**config.mk**
```make
export PLATFORM = sky130hd
export DESIGN_NAME = alu_arbiter_flat
export DESIGN_NICKNAME = d
export VERILOG_FILES = /design/src/rtl/alu_pkg.sv /design/src/rtl/alu_arbiter_if.sv /design/src/rtl/alu.sv /design/src/rtl/rr_pick.sv /design/src/rtl/alu_arbiter.sv /design/src/flat_wrapper.sv
export SDC_FILE = /design/constraint.sdc
export NUM_CORES = 1
export LEC_CHECK = 0
export CELL_PAD_IN_SITES_DETAIL_PLACEMENT = 1
export CELL_PAD_IN_SITES_GLOBAL_PLACEMENT = 2
export CORE_ASPECT_RATIO = 1.25
export CORE_MARGIN = 2
export CORE_UTILIZATION = 22
export DETAILED_ROUTE_END_ITERATION = 10
export PLACE_DENSITY = 0.8
export RECOVER_POWER = 100
export SYNTH_ARGS = -nofsm -noshare
export SYNTH_HDL_FRONTEND = slang
export SYNTH_SLANG_ARGS = --single-unit
```
**constraint.sdc**
```tcl
create_clock -name clk -period 7.37 [get_ports clk]
set_input_delay 1.1055 -clock clk [delete_from_list [all_inputs] [get_ports clk]]
set_output_delay 1.1055 -clock clk [all_outputs]
set_load 0.02 [all_outputs]
```
**src/rtl/alu_pkg.sv**
```systemverilog
// Shared ALU opcode definitions and arbiter state type for the ALU-sharing
// arbiter and its datapath.
package alu_pkg;

    typedef logic [2:0] alu_op_t;

    localparam alu_op_t ALU_AND  = 3'b000;
    localparam alu_op_t ALU_OR   = 3'b001;
    localparam alu_op_t ALU_ADD  = 3'b010;
    localparam alu_op_t ALU_ANDN = 3'b100;
    localparam alu_op_t ALU_ORN  = 3'b101;
    localparam alu_op_t ALU_SUB  = 3'b110;
    localparam alu_op_t ALU_SLT  = 3'b111;

    typedef enum logic {
        ST_IDLE = 1'b0,
        ST_HOLD = 1'b1
    } arb_state_t;

endpackage

```
**src/rtl/alu_arbiter_if.sv**
```systemverilog
// Request/response bundle between NREQ requesters and the shared-ALU arbiter.
interface alu_arbiter_if #(
    parameter int NREQ = 4
);
    logic [NREQ-1:0]       req_valid;
    logic [NREQ-1:0]       req_ready;
    logic [NREQ-1:0][31:0] req_a;
    logic [NREQ-1:0][31:0] req_b;
    logic [NREQ-1:0][2:0]  req_f;
    logic [NREQ-1:0]       rsp_valid;
    logic [NREQ-1:0]       rsp_ready;
    logic [31:0]           rsp_y;
    logic                  rsp_zero;

    modport master (
        output req_valid, req_a, req_b, req_f, rsp_ready,
        input  req_ready, rsp_valid, rsp_y, rsp_zero
    );

    modport slave (
        input  req_valid, req_a, req_b, req_f, rsp_ready,
        output req_ready, rsp_valid, rsp_y, rsp_zero
    );
endinterface

```
**src/rtl/alu.sv**
```systemverilog
// Combinational 32-bit ALU: F[2] inverts B (and supplies the carry-in),
// F[1:0] selects AND / OR / SUM / set-less-than.
module alu
    import alu_pkg::*;
(
    input  logic [31:0] a,
    input  logic [31:0] b,
    input  alu_op_t     f,
    output logic [31:0] y,
    output logic        zero
);
    logic [31:0] bb;
    logic [31:0] sum;
    logic        lt;

    always_comb begin
        bb  = f[2] ? ~b : b;
        sum = a + bb + {31'd0, f[2]};
        // Signed compare that stays correct when a - b overflows.
        lt  = (a[31] != b[31]) ? a[31] : sum[31];
        unique case (f[1:0])
            2'b00:   y = a & bb;
            2'b01:   y = a | bb;
            2'b10:   y = sum;
            default: y = {31'd0, lt};
        endcase
        zero = (y == 32'd0);
    end
endmodule

```
**src/rtl/rr_pick.sv**
```systemverilog
// Combinational round-robin first-one finder: lowest offset from ptr whose
// valid bit is set wins.
module rr_pick #(
    parameter int N  = 4,
    parameter int IW = (N > 1) ? $clog2(N) : 1
) (
    input  logic [N-1:0]  valid,
    input  logic [IW-1:0] ptr,
    output logic [N-1:0]  grant,
    output logic [IW-1:0] idx,
    output logic          any
);
    logic [N-1:0][IW-1:0] cand;
    logic [N-1:0]         hit;

    genvar gi;
    generate
        for (gi = 0; gi < N; gi++) begin : g_cand
            logic [IW:0] sum;
            logic [IW:0] wrapped;
            assign sum        = {1'b0, ptr} + (IW+1)'(gi);
            assign wrapped    = sum - (IW+1)'(N);
            assign cand[gi]   = (sum >= (IW+1)'(N)) ? wrapped[IW-1:0] : sum[IW-1:0];
            assign hit[gi]    = valid[cand[gi]];
            assign grant[gi]  = any && (idx == IW'(gi));
        end
    endgenerate

    // Walk offsets from farthest to nearest so the nearest hit wins.
    always_comb begin
        idx = '0;
        any = 1'b0;
        for (int k = N - 1; k >= 0; k--) begin
            if (hit[k]) begin
                idx = cand[k];
                any = 1'b1;
            end
        end
    end
endmodule

```
**src/rtl/alu_arbiter.sv**
```systemverilog
// Round-robin arbiter sharing one combinational ALU among NREQ requesters;
// results are registered and held until the owning requester consumes them.
module alu_arbiter
    import alu_pkg::*;
#(
    parameter int NREQ = 4
) (
    input  logic          clk,
    input  logic          reset,
    alu_arbiter_if.slave  bus
);
    localparam int IDW = $clog2(NREQ);

    arb_state_t      state_reg, state_next;
    logic [IDW-1:0]  owner_reg, owner_next;
    logic [IDW-1:0]  rr_ptr_reg, rr_ptr_next;
    logic [31:0]     rsp_y_reg, rsp_y_next;
    logic            rsp_zero_reg, rsp_zero_next;

    logic [NREQ-1:0] pick_grant;
    logic [IDW-1:0]  pick_idx;
    logic            pick_any;
    logic            can_issue;
    logic            accept;
    logic [NREQ-1:0] req_ready_vec;
    logic [NREQ-1:0] rsp_valid_vec;

    logic [31:0]     alu_a, alu_b, alu_y;
    alu_op_t         alu_f;
    logic            alu_zero;

    rr_pick #(
        .N  (NREQ),
        .IW (IDW)
    ) u_pick (
        .valid (bus.req_valid),
        .ptr   (rr_ptr_reg),
        .grant (pick_grant),
        .idx   (pick_idx),
        .any   (pick_any)
    );

    assign alu_a = bus.req_a[pick_idx];
    assign alu_b = bus.req_b[pick_idx];
    assign alu_f = bus.req_f[pick_idx];

    alu u_alu (
        .a    (alu_a),
        .b    (alu_b),
        .f    (alu_f),
        .y    (alu_y),
        .zero (alu_zero)
    );

    always_comb begin
        state_next    = state_reg;
        owner_next    = owner_reg;
        rr_ptr_next   = rr_ptr_reg;
        rsp_y_next    = rsp_y_reg;
        rsp_zero_next = rsp_zero_reg;

        // A held result frees the ALU slot in the same cycle it is consumed.
        can_issue     = (state_reg == ST_IDLE) || bus.rsp_ready[owner_reg];
        accept        = !reset && can_issue && pick_any;
        req_ready_vec = accept ? pick_grant : '0;

        if (accept) begin
            state_next    = ST_HOLD;
            owner_next    = pick_idx;
            rsp_y_next    = alu_y;
            rsp_zero_next = alu_zero;
            rr_ptr_next   = (pick_idx == IDW'(NREQ - 1)) ? '0 : pick_idx + 1'b1;
        end else if ((state_reg == ST_HOLD) && bus.rsp_ready[owner_reg]) begin
            state_next = ST_IDLE;
        end
    end

    genvar gi;
    generate
        for (gi = 0; gi < NREQ; gi++) begin : g_rsp_valid
            assign rsp_valid_vec[gi] = (state_reg == ST_HOLD) && (owner_reg == IDW'(gi));
        end
    endgenerate

    assign bus.req_ready = req_ready_vec;
    assign bus.rsp_valid = rsp_valid_vec;
    assign bus.rsp_y     = rsp_y_reg;
    assign bus.rsp_zero  = rsp_zero_reg;

    always_ff @(posedge clk) begin
        if (reset) begin
            state_reg    <= ST_IDLE;
            owner_reg    <= '0;
            rr_ptr_reg   <= '0;
            rsp_y_reg    <= 32'd0;
            rsp_zero_reg <= 1'b0;
        end else begin
            state_reg    <= state_next;
            owner_reg    <= owner_next;
            rr_ptr_reg   <= rr_ptr_next;
            rsp_y_reg    <= rsp_y_next;
            rsp_zero_reg <= rsp_zero_next;
        end
    end
endmodule

```
**src/flat_wrapper.sv**
```systemverilog
// flat-port wrapper written by rule: the top's interface ports become plain ports
module alu_arbiter_flat import alu_pkg::*;
#(
    parameter int NREQ = 4
)
  (clk, reset, bus_req_valid, bus_req_a, bus_req_b, bus_req_f, bus_rsp_ready, bus_req_ready, bus_rsp_valid, bus_rsp_y, bus_rsp_zero);
  alu_arbiter_if #(.NREQ(NREQ)) bus_i ();
  input  logic clk;
  input  logic reset;
  input wire logic [$bits(bus_i.req_valid)-1:0] bus_req_valid;
  input wire logic [$bits(bus_i.req_a)-1:0] bus_req_a;
  input wire logic [$bits(bus_i.req_b)-1:0] bus_req_b;
  input wire logic [$bits(bus_i.req_f)-1:0] bus_req_f;
  input wire logic [$bits(bus_i.rsp_ready)-1:0] bus_rsp_ready;
  output wire logic [$bits(bus_i.req_ready)-1:0] bus_req_ready;
  output wire logic [$bits(bus_i.rsp_valid)-1:0] bus_rsp_valid;
  output wire logic [$bits(bus_i.rsp_y)-1:0] bus_rsp_y;
  output wire logic [$bits(bus_i.rsp_zero)-1:0] bus_rsp_zero;
  assign bus_i.req_valid = bus_req_valid;
  assign bus_i.req_a = bus_req_a;
  assign bus_i.req_b = bus_req_b;
  assign bus_i.req_f = bus_req_f;
  assign bus_i.rsp_ready = bus_rsp_ready;
  assign bus_req_ready = bus_i.req_ready;
  assign bus_rsp_valid = bus_i.rsp_valid;
  assign bus_rsp_y = bus_i.rsp_y;
  assign bus_rsp_zero = bus_i.rsp_zero;
  alu_arbiter #(.NREQ(NREQ)) u_core (.clk(clk), .reset(reset), .bus(bus_i));
endmodule
```
# Word level (Yosys, flattened, before mapping)
# Cells that the tools add are included.
[word_totals] inputBits=278 out_inout_bits=41 ff_bits=38 romBits=0 mem_count=0 word_cells=91 mem_bits_rw=0 latch_bits=0
[op_classes] div=0 order_cmp=10 add_sub_neg=10 eq_ne=9 n_mux=35 n_reduce_logical=18 bitwise_logic=4 shifts=0 multipliers=0
[op_table] operator="$bmux 32 s2" n=2
[op_table] operator="$mux 32" n=3
[op_table] operator="$pmux 32 s3" n=1
[op_table] operator="$add 32x1->32" n=1
[op_table] operator="$add 32x32->32" n=1
[op_table] operator="$and 32x32->32" n=1
[op_table] operator="$logic_not 32->1" n=1
[op_table] operator="$not 32->32" n=1
[op_table] operator="$or 32x32->32" n=1
[op_table] operator="$lt 2x3->1 const B" n=6
[op_table] operator="$mux 2" n=9
[op_table] operator="$mux 1" n=12
[op_table] operator="$logic_and 1x1->1" n=11
[op_table] operator="$bmux 1 s2" n=5
[op_table] operator="$eq 2x2->1 const B" n=5
[op_table] operator="$ge 3x3->1 const B" n=3
[op_table] operator="$sub 2x1->2 const B" n=4
[op_table] operator="$add 2x2->3 const B" n=2
[op_table] operator="$bmux 3 s2" n=1
[op_table] operator="$eq 2x1->1 const B" n=3
[op_table] operator="$logic_not 2->1" n=3
[op_table] operator="$mux 4" n=1
[op_table] operator="$add 2x1->3 const B" n=1
[op_table] operator="$ge 2x3->1 const B" n=1
[op_table] operator="7 further kinds" n=7

# Depth between registers and ports, before layout
[logic_depth] word_depth=18 ltp_mapped=24 depth_no_buf=21

# By module
# A second synthesis with hierarchy kept.
[hier_totals] cells_unflattened=879 area_unflattened_um2=7502.2
[by_module_without_submodules] module="alu" cells_each=586 seq_area_each_um2=0.0 n_inst=1 area_per_inst_um2=3897.5
[by_module_without_submodules] module="alu_arbiter" cells_each=263 seq_area_each_um2=760.7 n_inst=1 area_per_inst_um2=3429.5
[by_module_without_submodules] module="rr_pick" cells_each=30 seq_area_each_um2=0.0 n_inst=1 area_per_inst_um2=175.2

# Worst setup path before layout
# OpenSTA, ideal clock, no wires.
[synth_timing] path_type="input port to flip-flop" start="in bus_req_valid[1]" end="reg u_core.rsp_zero_reg, in the netlist u_core.bus.rsp_zero" t_arrival_ns=5.867 path_buffers=4 setup_ns=0.061 cell_stages=22 path_slack_ns=1.443 t_required_ns=7.309 cell_sequence="a21boi_0 o221ai_2 buf_6 inv_2 clkbuf_1 clkbuf_1 buf_1 mux2i_1 mux2i_1 ha_1 a21o_1 a21oi_1 a2111oi_0 a211o_1 o31a_1 a221oi_2 o21ai_1 and3_1 a211o_1 nor4_1 and4b_1 a32o_1"
[synth_between] elab_chain_len=15 elab_cells_between_ends=36 cone_classes="2 x add/sub; 3 x eq/ne; 25 x mux; 3 x bitwise; 3 x reduce/logical"
[synth_lines] element="start: declaration" line="flat_wrapper.sv:10" rtl="input wire logic [$bits(bus_i.req_valid)-1:0] bus_req_valid;"
[synth_lines] element="$bmux 1 s2" line="rr_pick.sv:24" rtl="assign hit[gi] = valid[cand[gi]];"
[synth_lines] element="$mux 1 (not written as such)" line="rr_pick.sv:24"
[synth_lines] element="$mux 2 (4 in a row)" line="rr_pick.sv:34" rtl="if (hit[k]) begin"
[synth_lines] element="$bmux 32 s2" line="alu_arbiter.sv:44" rtl="assign alu_b = bus.req_b[pick_idx];"
[synth_lines] element="$mux 32 (not written as such)" line="alu_arbiter.sv:44"
[synth_lines] element="$not 32->32" line="alu.sv:17" rtl="bb = f[2] ? ~b : b;"
[synth_lines] element="$mux 32" line="alu.sv:17"
[synth_lines] element="$add 32x32->32" line="alu.sv:18" rtl="sum = a + bb + {31'd0, f[2]};"
[synth_lines] element="$add 32x1->32" line="alu.sv:18"
[synth_lines] element="$mux 1" line="alu.sv:20" rtl="lt = (a[31] != b[31]) ? a[31] : sum[31];"
[synth_lines] element="$pmux 32 s3" line="alu.sv:21" rtl="unique case (f[1:0])"
[synth_lines] element="$logic_not 32->1" line="alu.sv:27" rtl="zero = (y == 32'd0);"
[synth_lines] element="end signal: assignment" line="alu_arbiter.sv:102" rtl="rsp_zero_reg <= rsp_zero_next;"
[synth_lines] element="end: declaration" line="alu_arbiter.sv:18" rtl="logic rsp_zero_reg, rsp_zero_next;"
# Parallel ways exist; a longest one is shown, timed or not. The select of a mux whose other input is x is not followed.
# A chain may end at the register's enable or synchronous reset.

# Final worst setup path
[layout_timing] start="in bus_req_valid[0]" end="reg u_core.rsp_zero_reg, in the netlist u_core.bus.rsp_zero"
# The elaborated chain is that of the path after synthesis.

==> impl_metrics.toml <==
[status]
status = "finished, violations left"
violations = "capacitance limit, slew limit"

[critical_path]
cp_slowest_cell = "dlygate4sd3_1"
r2r_end = "u_core.bus.rsp_zero"
worstPathCellList = "dlygate4sd3_1 -> a21boi_0 -> o221ai_4 -> buf_12 -> nand2_1 -> and3_1 -> a31oi_1 -> xor2_1 -> ha_1 -> a21o_1 -> o21bai_1 -> a221oi_1 -> o221a_2 -> nor2_1 -> a211oi_1 -> o21ai_1 -> a2111oi_1 -> nor4_1 -> and4b_1 -> a32o_1"
slowest_delay_ns = 0.63
cp-end-kind = "flip-flop"
worstReg2RegStart = "u_core.rr_ptr_reg[1]"
cp_data_required_time_ns = 7.54
worstSetupPathType = "in -> reg"
crit_path_max_fanout = 64
rrSetupSlack_ns = 1.58
r2r_cells = 19
startpoint_type = "input port"
cp.arrival_ns = 6.93

[timing]
tns_ns = 0
finalHoldViolations = 0
drv_slew = 59
fin_crit_sh = 0.917
clock_skew_ns = 0.00308
fmax_mhz = 148
slew_headroom = -0.517
max_slew.worst_pin.slew_ns = 2.28
finalSetupViolations = 0
rsz0062_at_grt = "no"
min_period_ns = 6.76

[min_path]
holdPathEnd = "u_core.bus.rsp_y[18]"
hold_class = "reg -> reg"
holdCritStartpoint = "u_core.bus.rsp_y[18]"
whs_path_depth = 2

[power]
total_power_w = 0.00380
p_int_w = 0.00175
p_clk_frac = 0.061
power.leakage_nw = 4.76
switching_power_w = 0.00205
swShare = 0.539
seqPwrFrac = 0.090
vdd_ir_drop_max_mv = 0.141
powerDensity_nw_per_um2 = 356
comb_power_share = 0.849

[route]
vias = 8044
wire_per_inst_um = 18.2
drtIter0Drc = 214
firstDrtPassIters = 4
ant_nets = 0
drcViolationCount = 0
drt-total-wl_um = 30400
viasPerCell = 4.81

[synth]
ys_seq_area_frac = 0.111
synth_top_family_by_area = "simple AND/OR/NAND/NOR gates"
avgSynthCellArea_sq_um = 7.00
syn-cell-area_sq_um = 6880
synth_edf_count = 0
synth_cells = 983
synth_xor_area_frac = 0.0776
synth.area.top_cells = "mux2i_1, ha_1, dfxtp_1, nand2_1, xor2_1"
synth.area.mux_share = 0.170
async_flop_share = 0
synth_nets = 1330
synthSimpleGateAreaFrac = 0.223
synth_common_cells = "nand2_1, mux2i_1, inv_1, ha_1, a21oi_1"
ys_ff_latch = 38
yosysTopAreaCell = "mux2i_1"
synth_compound_area_frac = 0.215
ys_dominant_reg_cell = "dfxtp_1"
synth_fa_ha_area_frac = 0.127
yosys.area.top_type_share = 0.156
ys_types = 69
ys_warn_count = 0
yosysMostFrequentCell = "nand2_1"

[floorplan]
floorplan.rows = 72
ios = 319
dieArea_sq_um = 32700
initial_utilization = 0.223
core_region_area_sq_um = 30900
chipWidth_um = 162
fp.dieH_um = 202

[clock_tree]
cts_hold_buf = 0
cts_buffers = 5
tritoncts = "yes"
cts.sinks = 38
htreeDepth = 2
insertion_delay_ns = 0.28
post-cts-setup-buffers = 0
path_clk_slew_ns = 0.05
root_buffer = "clkbuf_16"
clk_path_buf_depth = 2
ctsResizeCount = 0

[grt]
grt_max_degree = 71
grt_first_pass_wirelength_um = 46600
antenna_found_initial = 0
grt_use_total = 0.179
grt-ovfl-total = 0
grt_pass1_vias = 8500

[place]
hpwlAfterDp_um = 25800
io_buffer_count = 318
routabilityCongestion = 0.899
dp_cells = 1663

[finish]
drive_gt1_frac = 0.0309
final_cells = 1671
fin_nets = 1610
fillers = 3801
final_core_util = 0.346
diodes = 0
largest_reg_flops = 32
area_growth_pct = 55.2

[run]
cap_violations = 1
[worst max-delay path by stage]
stage                      from                  end  slack, ns  depth (start not counted)
2_1_floorplan  bus_req_valid[1]  u_core.bus.rsp_zero       1.44                         22
5_1_grt        bus_req_valid[0]  u_core.bus.rsp_zero       0.25                         20
6_report       bus_req_valid[0]  u_core.bus.rsp_zero       0.61                         20
3_3_place_gp   bus_req_valid[0]  u_core.bus.rsp_zero       0.64                         19
3_5_place_dp   bus_req_valid[0]  u_core.bus.rsp_zero       0.50                         21
4_1_cts        bus_req_valid[0]  u_core.bus.rsp_zero       0.76                         21
[area by class of cell]
| type | instances | area, sq um | area share |
|---|---|---|---|
| Inverter | 77 | 294 | 0.0275 |
| Tap cell | 407 | 509 | 0.0477 |
| Sequential cell | 38 | 761 | 0.0712 |
| Multi-Input combinational cell | 806 | 5620 | 0.526 |
| Clock buffer | 8 | 166 | 0.0156 |
| Timing Repair Buffer | 335 | 3330 | 0.312 |
[placed cells by master, fill, tap and decap left out, types with 37 or more instances in the layout]
master	instances
o21ai_0	46
inv_1	74
clkdlybuf4s50_1	279
mux2i_1	106
and3_1	37
nand2_1	186
dfxtp_1	38
ha_1	68
a21oi_1	54
dlygate4sd3_1	39
xor2_1	40
[critical path: cells and delay by family]
family | cells | cell delay (ns)
adders and majority gates | 1 | 0.33
AOI/OAI and AO/OA | 11 | 3.59
xor gates and xnor gates | 1 | 0.23
and+or+nand+nor | 5 | 0.67
buffers and inverters | 2 | 0.96
[power groups by stage]
stage	clock network (W)	logic [W]	registers (W)
3_5_place_dp	0	0.00326	0.000350
4_1_cts	0.000238	0.00327	0.000346
5_1_grt	0.000246	0.00356	0.000353
2_1_floorplan	0	0.00208	0.000439
3_3_place_gp	0	0.00322	0.000345
6_report	0.000234	0.00323	0.000342
[layer usage]
| layer | track usage | vias to the layer above | wire [um] |
|---|---|---|---|
| met4 | 0.0294 | 0 | 425 |
| li1 | - | 4022 | - |
| met2 | 0.326 | 225 | 15100 |
| met1 | 0.226 | 3772 | 13200 |
| met5 | 0 | - | 0 |
| met3 | 0.0254 | 25 | 1580 |
[cell families after synthesis]
logic type / count (synthesis)
fa+ha+maj: 69
mux: 113
compound gates: 228
flops: 38
simple gates: 335
xor+xnor: 61
buf+inv: 139
[through the flow]
stage / area (sq um) / hold slack (ns) / worst slack (ns)
6_report: 10700 / 0.455 / 0.608
4_1_cts: 10700 / 0.464 / 0.760
5_1_grt: 10700 / 0.487 / 0.252
3_3_place_gp: 10500 / 0.447 / 0.641
2_1_floorplan: 6880 / 0.478 / 1.44
3_5_place_dp: 10500 / 0.454 / 0.504
No activity file was read; power rests on OpenSTA's default activity.
